`config.mk`:
```
export PLATFORM = sky130hd
export DESIGN_NAME = bili_arty100t_top
export DESIGN_NICKNAME = d
export VERILOG_FILES = /design/src/rtl/bili_arty100t_top.sv
export SDC_FILE = /design/constraint.sdc
export NUM_CORES = 1
export LEC_CHECK = 0
export ABC_AREA = 1
export BUFFER_PORTS_ARGS = -buffer_cell sky130_fd_sc_hd__clkbuf_2
export CORE_ASPECT_RATIO = 1.25
export CORE_UTILIZATION = 35
export CTS_CLUSTER_SIZE = 40
export DETAILED_ROUTE_END_ITERATION = 16
export SLEW_MARGIN = 20
export SYNTH_ARGS = -nofsm -noshare
export SYNTH_HDL_FRONTEND = slang
export SYNTH_SLANG_ARGS = --single-unit
```
`constraint.sdc`:
```
create_clock -name io_CLK100MHZ -period 2.51 [get_ports io_CLK100MHZ]
set_clock_uncertainty 0.05 [all_clocks]
set_input_delay 0.1255 -clock io_CLK100MHZ [delete_from_list [all_inputs] [get_ports io_CLK100MHZ]]
set_output_delay 0.1255 -clock io_CLK100MHZ [all_outputs]
set_load 0.03 [all_outputs]
```
`src/rtl/bili_arty100t_top.sv`:
```
// Arty A7-100T "Bili" bring-up top: heartbeat LED, button-triggered 8N1 UART
// transmitter on JD[0], and a synchronized USB-UART echo on JD[3].
module bili_arty100t_top #(
  parameter int unsigned CLOCK_FREQ = 100_000_000,
  parameter int unsigned LED_DIV    = 50_000_000,
  parameter int unsigned BAUD_DIV   = 868
) (
  input  logic       io_CLK100MHZ,
  input  logic       io_ck_rst,
  input  logic [3:0] io_sw,
  input  logic [3:0] io_btn,
  input  logic [7:0] io_ja,
  input  logic       io_jb,
  input  logic       io_jc,
  output logic       io_jd_0,
  input  logic       io_jd_1,
  input  logic       io_jd_2,
  output logic       io_jd_3,
  input  logic       io_jd_4,
  input  logic       io_jd_5,
  input  logic       io_jd_6,
  input  logic       io_jd_7,
  input  logic       io_uart_txd_in,
  input  logic       io_ck_ioa,
  input  logic       io_eth_col,
  input  logic       io_eth_crs,
  input  logic       io_eth_rx_clk,
  input  logic       io_eth_rx_dv,
  input  logic       io_eth_rxerr,
  input  logic       io_eth_tx_clk,
  input  logic [3:0] io_eth_rxd,
  output logic       io_led
);

  localparam int LW = (LED_DIV > 1) ? $clog2(LED_DIV) : 1;
  localparam int BW = (BAUD_DIV > 1) ? $clog2(BAUD_DIV) : 1;
  localparam logic [31:0] unused_freq = CLOCK_FREQ;

  typedef enum logic [1:0] {IDLE, START, DATA, STOP} tx_state_t;

  logic rst;
  assign rst = ~io_ck_rst;

  logic [LW-1:0] led_cnt;
  logic          led;

  always_ff @(posedge io_CLK100MHZ) begin
    if (rst) begin
      led_cnt <= '0;
      led     <= 1'b0;
    end else if (led_cnt == LW'(LED_DIV - 1)) begin
      led_cnt <= '0;
      led     <= ~led;
    end else begin
      led_cnt <= led_cnt + 1'b1;
    end
  end

  // Button flops reset low so a button held through reset still yields one edge on release.
  logic btn_s1, btn_s2, btn_prev, uart_s1, uart_s2, pulse;

  always_ff @(posedge io_CLK100MHZ) begin
    if (rst) begin
      btn_s1   <= 1'b0;
      btn_s2   <= 1'b0;
      btn_prev <= 1'b0;
      uart_s1  <= 1'b1;
      uart_s2  <= 1'b1;
    end else begin
      btn_s1   <= io_btn[0];
      btn_s2   <= btn_s1;
      btn_prev <= btn_s2;
      uart_s1  <= io_uart_txd_in;
      uart_s2  <= uart_s1;
    end
  end

  assign pulse = btn_s2 & ~btn_prev;

  tx_state_t     state, state_d;
  logic [BW-1:0] cnt, cnt_d;
  logic [2:0]    bit_idx, bit_d;
  logic [7:0]    data, data_d;
  logic          line, line_d;
  logic          baud_done;

  assign baud_done = (cnt == BW'(BAUD_DIV - 1));

  always_ff @(posedge io_CLK100MHZ) begin
    if (rst) begin
      state   <= IDLE;
      cnt     <= '0;
      bit_idx <= '0;
      data    <= '0;
      line    <= 1'b1;
    end else begin
      state   <= state_d;
      cnt     <= cnt_d;
      bit_idx <= bit_d;
      data    <= data_d;
      line    <= line_d;
    end
  end

  // The line level is derived from the next state so the registered output lines up with it.
  always_comb begin
    state_d = state;
    cnt_d   = cnt;
    bit_d   = bit_idx;
    data_d  = data;
    line_d  = 1'b1;
    case (state)
      IDLE: begin
        if (pulse) begin
          state_d = START;
          cnt_d   = '0;
          data_d  = {io_sw, io_ja[3:0]};
        end
      end
      START: begin
        if (baud_done) begin
          state_d = DATA;
          cnt_d   = '0;
          bit_d   = '0;
        end else begin
          cnt_d = cnt + 1'b1;
        end
      end
      DATA: begin
        if (baud_done) begin
          cnt_d = '0;
          if (bit_idx == 3'd7) state_d = STOP;
          else                 bit_d   = bit_idx + 1'b1;
        end else begin
          cnt_d = cnt + 1'b1;
        end
      end
      STOP: begin
        if (baud_done) begin
          state_d = IDLE;
          cnt_d   = '0;
        end else begin
          cnt_d = cnt + 1'b1;
        end
      end
      default: state_d = IDLE;
    endcase
    case (state_d)
      START:   line_d = 1'b0;
      DATA:    line_d = data_d[bit_d];
      default: line_d = 1'b1;
    endcase
  end

  assign io_led  = led;
  assign io_jd_0 = line;
  assign io_jd_3 = uart_s2;

  logic unused;
  assign unused = ^{io_btn[3:1], io_ja[7:4], io_jb, io_jc, io_jd_1, io_jd_2,
                    io_jd_4, io_jd_5, io_jd_6, io_jd_7, io_ck_ioa, io_eth_col,
                    io_eth_crs, io_eth_rx_clk, io_eth_rx_dv, io_eth_rxerr,
                    io_eth_tx_clk, io_eth_rxd, unused_freq[0]};

endmodule

```
# Word level (Yosys, flattened, before mapping)

Index checks and enable logic that the tools add are counted.

Flip-flop bits (word level): 56
Input bits: 38
Output and inout bits: 3
Word-level logic and storage cells: 50

Add/sub/neg operators: 3
Order comparisons: 1
Eq/ne operators: 9
Muxes and demuxes: 18
Bitwise logic cells: 4
Reduce and logical (&&, ||, !) cells: 3

Operators with widths:

| kind                                                                          | count |
|---|---|
| 26-bit by 1-bit adder with 26-bit output (second input constant)              | 1 |
| 26-bit == test (second input constant)                                        | 1 |
| 10-bit two-way mux                                                            | 2 |
| 10-bit case mux with 2 select lines                                           | 1 |
| 8-bit two-way mux                                                             | 2 |
| 10-bit by 1-bit adder with 10-bit output (second input constant)              | 1 |
| 10-bit == test (second input constant)                                        | 1 |
| 2-bit two-way mux                                                             | 5 |
| 3-bit two-way mux                                                             | 3 |
| 2-bit case mux with 4 select lines                                            | 1 |
| 2-bit == test (second input constant)                                         | 3 |
| 3-bit case mux with 2 select lines                                            | 1 |
| 2-bit by 1-bit == test with 1-bit output (second input constant)              | 2 |
| 3-bit by 4-bit less-than comparator with 1-bit output (second input constant) | 1 |
| 3-bit by 1-bit adder with 3-bit output (second input constant)                | 1 |
| 1-bit binary-select mux with 3-bit select                                     | 1 |
| 3-bit == test (second input constant)                                         | 1 |
| 1-bit inverter                                                                | 3 |
| 3-bit OR reduction                                                            | 1 |
| 2-bit zero test                                                               | 1 |
| 2-bit inequality test (second input constant)                                 | 1 |
| 1-bit case mux with 2 select lines                                            | 1 |
| 2-bit OR reduction                                                            | 1 |
| 1-bit bitwise AND                                                             | 1 |
| 1-bit two-way mux                                                             | 1 |

# Longest topological paths before layout

Depth in word-level cells: 7
Mapped depth: 14
Mapped depth without buffers: 14

# Worst setup path before layout

No wires, ideal clock.

Path kind: register -> register
From: register led_cnt[0]
To: register led_cnt[24]
Library setup time: 70 ps
Data arrival time: 1551 ps
Required time: 2390 ps
Slack: 839 ps
Cell stages (with the launch flop): 11
Path buffers: 0
Clock period less this slack: 1671 ps
Path through: dfxtp_1 > ha_1 > nand2_1 > nor2_4 > nand2_2 > nor2_4 > nand2_2 > nor2_4 > nand2_1 > or3_1 > a21oi_1

Longest elaborated chain between the ends: 2
Elaborated cells between the ends (all ways): 3
Those cells by class: add/sub (1); eq/ne (1); reduce/logical (1)

Ends and longest elaborated chain:

| what                                                                             | line | source |
|---|---|---|
| start: declaration                                                               | 44   | `logic [LW-1:0] led_cnt;` |
| start signal: assignment                                                         | 55   | `led_cnt <= led_cnt + 1'b1;` |
| branches (longest 2 deep; another with 26-bit by 1-bit adder with 26-bit output) | --   |  |

Parallel ways; which one is timed is not known.
A chain may end at the register's enable or synchronous reset.

# Worst setup path after layout

From: register cnt[1]
To: register line, in the netlist io_jd_0

Longest elaborated chain between the ends: 6
Elaborated cells between the ends (all ways): 13
Those cells by class: eq/ne (3); mux (10)

Ends and longest elaborated chain:

| what                                        | line     | source |
|---|---|---|
| start: declaration                          | 81       | `logic [BW-1:0] cnt, cnt_d;` |
| start signal: assignment                    | 98       | `cnt <= cnt_d;` |
| 10-bit == test (*)                          | 87       | `assign baud_done = (cnt == BW'(BAUD_DIV - 1));` |
| 3-bit two-way mux, on equally long branches | 130, 121 |  |
| 3-bit case mux with 2 select lines          | 112      | `case (state)` |
| 1-bit binary-select mux with 3-bit select   | 150      | `DATA: line_d = data_d[bit_d];` |
| 1-bit two-way mux (implied by the code)     | 150      |  |
| 1-bit case mux with 2 select lines (*)      | 148      | `case (state_d)` |
| end signal: assignment                      | 101      | `line <= line_d;` |
| end: declaration                            | 84       | `logic line, line_d;` |

Mark *: on every way between the ends. The rest lies on a longest branch, timed or not. The select of a mux whose other input is x is not followed.

==> key figures <==
Clocking
  – CTS tree: yes
  – Cts hold-fix bufs: 2
  – Postcts setup bufs: 0
  – Later-pin clock latency in the skew report: 0.31 ns
  – H-Tree Depth: 2
  – Clock root cell: clkbuf_8
  – Clk buf depth: 2
  – Inserted Clock Buffers: 5
  – CTS clk-pin slew, worst paths: 0.10 ns
  – CTS Sinks: 56
  – Number of gates resized after cts: 0

Route
  – Vias: 2409
  – Antenna Violating Nets Remaining: 0
  – Wirelength, routed: 5377 µm
  – 1st-pass router iterations: 4
  – DR iter-0 viols: 89
  – Detailed-route DRC error count: 0
  – Via density: 4.761
  – WL/cell: 10.63 µm

Synthesis
  – Netlist cell types: 37
  – Ranking of synthesized cells by area: dfxtp_1 40%, nand2_1 9.1%, inv_1 8.6%, nor2_1 6.6%, nand3_1 5.1%
  – Main synth FF type: dfxtp_1
  – Largest family of logic cells by synthesized area: simple AND/OR/NAND/NOR gates
  – Mux contribution to synthesized area: 0%
  – Mapped cell area: 0.002835 mm²
  – Synth async-reset ratio: 0%
  – Post-Syn Nets: 436
  – Compound-gate portion of the synthesized area: 10.33%
  – Flops & latches, synth: 56
  – Register area share after synthesis: 39.54%
  – Synth area leader: dfxtp_1
  – Post-synth top area share: 39.54%
  – EDFF count, synth: 0
  – Syn. warnings: 0
  – Avg Cell Area, Syn: 7.270 µm²
  – Synth cell count leaders: 69 x nand2_1, 65 x inv_1, 56 x dfxtp_1
  – Post-Synth Adder-Cell Area: 3.530%
  – Simple-Gate Fraction of Synth Area: 33.89%
  – Cells after Synth: 390
  – Xor-xnor portion of the synthesized cell area: 2.471%
  – Count leader, synth: nand2_1

STA
  – Setup_tns: 0 ns
  – Crit share post-route: 78.91%
  – Peak Freq: 0.5049 GHz
  – Final count of pins violating max slew: 0
  – Tmin final: 1.981 ns
  – Final Hold Fails: 0
  – RSZ-0062 raised after global routing: no
  – Worst slew pin tran: 0.6935 ns
  – # setup viols final: 0
  – Slew margin rel.: 53.72%

Setup path
  – Crit path kind: flop to flop
  – Arr. time, crit path: 2.15 ns
  – Req. time, crit path: 2.68 ns
  – Crit Path Max Fanout: 5
  – Worst setup SP type: flop
  – CP Capture Type: flop

Pwr
  – Peak supply drop: 268.1 µV
  – Power Density: 490.6 mW/mm²
  – Leak: 1.267 nW
  – Total power: 0.001531 W

Final layout
  – Syn-to-layout area delta: 10.11%
  – N_diodes: 0
  – Layout cell share with drive strength beyond 1: 11.92%
  – Layout Cells excl Fill: 506
  – Net count, final: 456
  – Fill cell count: 822

GRT
  – Pin count of the biggest net entering global routing: 23
  – Global-route wire length before repair: 9687 µm
  – Total track usage: 14.60%
  – Antenna violations before repair: 0
  – Number of global-route vias before repair: 2357
  – GRT overflow: 0

Floorplanning
  – Initial Util: 36.17%
  – Core Area: 0.007838 mm²
  – Chip Height: 102.6 µm
  – Die footprint: 0.008467 mm²
  – Die width: 82.50 µm
  – Core Rows: 36
  – Num ports: 41

Flow run
  – Maxcap violations: 0

Placement
  – Port Buffers: 14
  – GPL Wtd Cong: 0.7853
  – Dpl hpwl: 3986 µm
  – # placed instances: 496

Status
  – Status: finished, final reports clean

Worst hold path
  – Hold Crit Class: primary input to flop
==> layout make-up <==
class                   count  area, µm²  area share, %
multi-input cells         261       1424          45.61
flip-flops and latches     56       1121          35.91
inverters                  67      251.5          8.056
well taps                  95      118.9          3.808
repair buffers             19      112.6          3.607
clock buffers               7      86.33          2.766
clock inverters             1      7.507         0.2405
==> sequential cells by signal (all words and copies together), names as in the netlist <==
name,cells
uart_s1,1
btn_prev,1
cnt,10
btn_s2,1
io_jd_3,1
bit_idx,3
io_jd_0,1
data,8
io_led,1
btn_s1,1
led_cnt,26
state,2
==> routing by layer <==
metal | vias up | share of wire [%] | GRT usage (%)
met5 | - | 0 | 0
met4 | 0 | 2.1 | 6.233
met3 | 11 | 1.8 | 2.920
met2 | 23 | 49 | 26.45
met1 | 1086 | 47 | 16.33
li1 | 1289 | - | -
==> cells by family (layout without fill, tap and decap cells) <==
| family | Yosys count | in the layout |
|---|---|---|
| XOR/XNOR | 8 | 8 |
| AND/OR/NAND/NOR | 197 | 197 |
| AO/OA/AOI/OAI | 48 | 48 |
| flip-flops | 56 | 56 |
| adder cells (fa/ha/maj) | 8 | 8 |
| buffers and inverters | 73 | 94 |
==> cell usage in the layout, fill, tap and decap left out, types with 4 or more instances in the layout <==
cell type and n:
or2_2 4, inv_1 65, nand4_1 7, o21ai_0 11, clkbuf_8 6, nor3_1 9, a21oi_1 16, nor3b_1 6
ha_1 8, nand3_1 29, dfxtp_1 56, clkbuf_2 14, nor2_4 5, o21a_1 6, nand2_1 69, nor2_1 50
xor2_1 5, nand2_2 6
==> report_power, final <==
part	internal, W	total, W	leakage [nW]	switching [W]
Sequential	0.000905	0.000913	0.454	0.00000779
Clock	0.000225	0.000512	0.0445	0.000287
Combinational	0.0000400	0.000107	0.768	0.0000668
==> worst paths after layout <==
check | slack (ns) | cells after the start | start | endpoint
hold reg to reg | 0.38 | 1 | uart_s1 | io_jd_3
setup reg to reg | 0.53 | 14 | cnt[1] | io_jd_0
setup / recovery | 0.53 | 14 | cnt[1] | io_jd_0
hold / removal | 0.06 | 3 | io_ja[2] | data[2]
==> critical path: stages, from the launching register on <==
cell and delay, ns:
dfxtp_1 0.39, ha_1 0.22, nand2_1 0.08, nor2_2 0.15, inv_1 0.05, nor2_1 0.21
nand3_1 0.13, nand2_2 0.13, nand2_2 0.09, nand2_1 0.07, nand3_1 0.06, nand3_1 0.09
nand3_1 0.08, nand2_1 0.06, inv_1 0.03
==> stage by stage <==
step | setup slack, ns | hold slack [ns] | utilization, % | cell area [µm²]
3_3_place_gp | 0.5744 | 0.2618 | 38.38 | 3008
6_report | 0.5295 | 0.06046 | 39.83 | 3122
2_1_floorplan | 0.8389 | 0.1731 | - | 2835
4_1_cts | 0.5221 | 0.05145 | 39.83 | 3122
3_5_place_dp | 0.5451 | 0.2685 | 38.38 | 3008
5_1_grt | 0.2353 | 0.08909 | 39.83 | 3122
(Power assumes the default switching activity.)
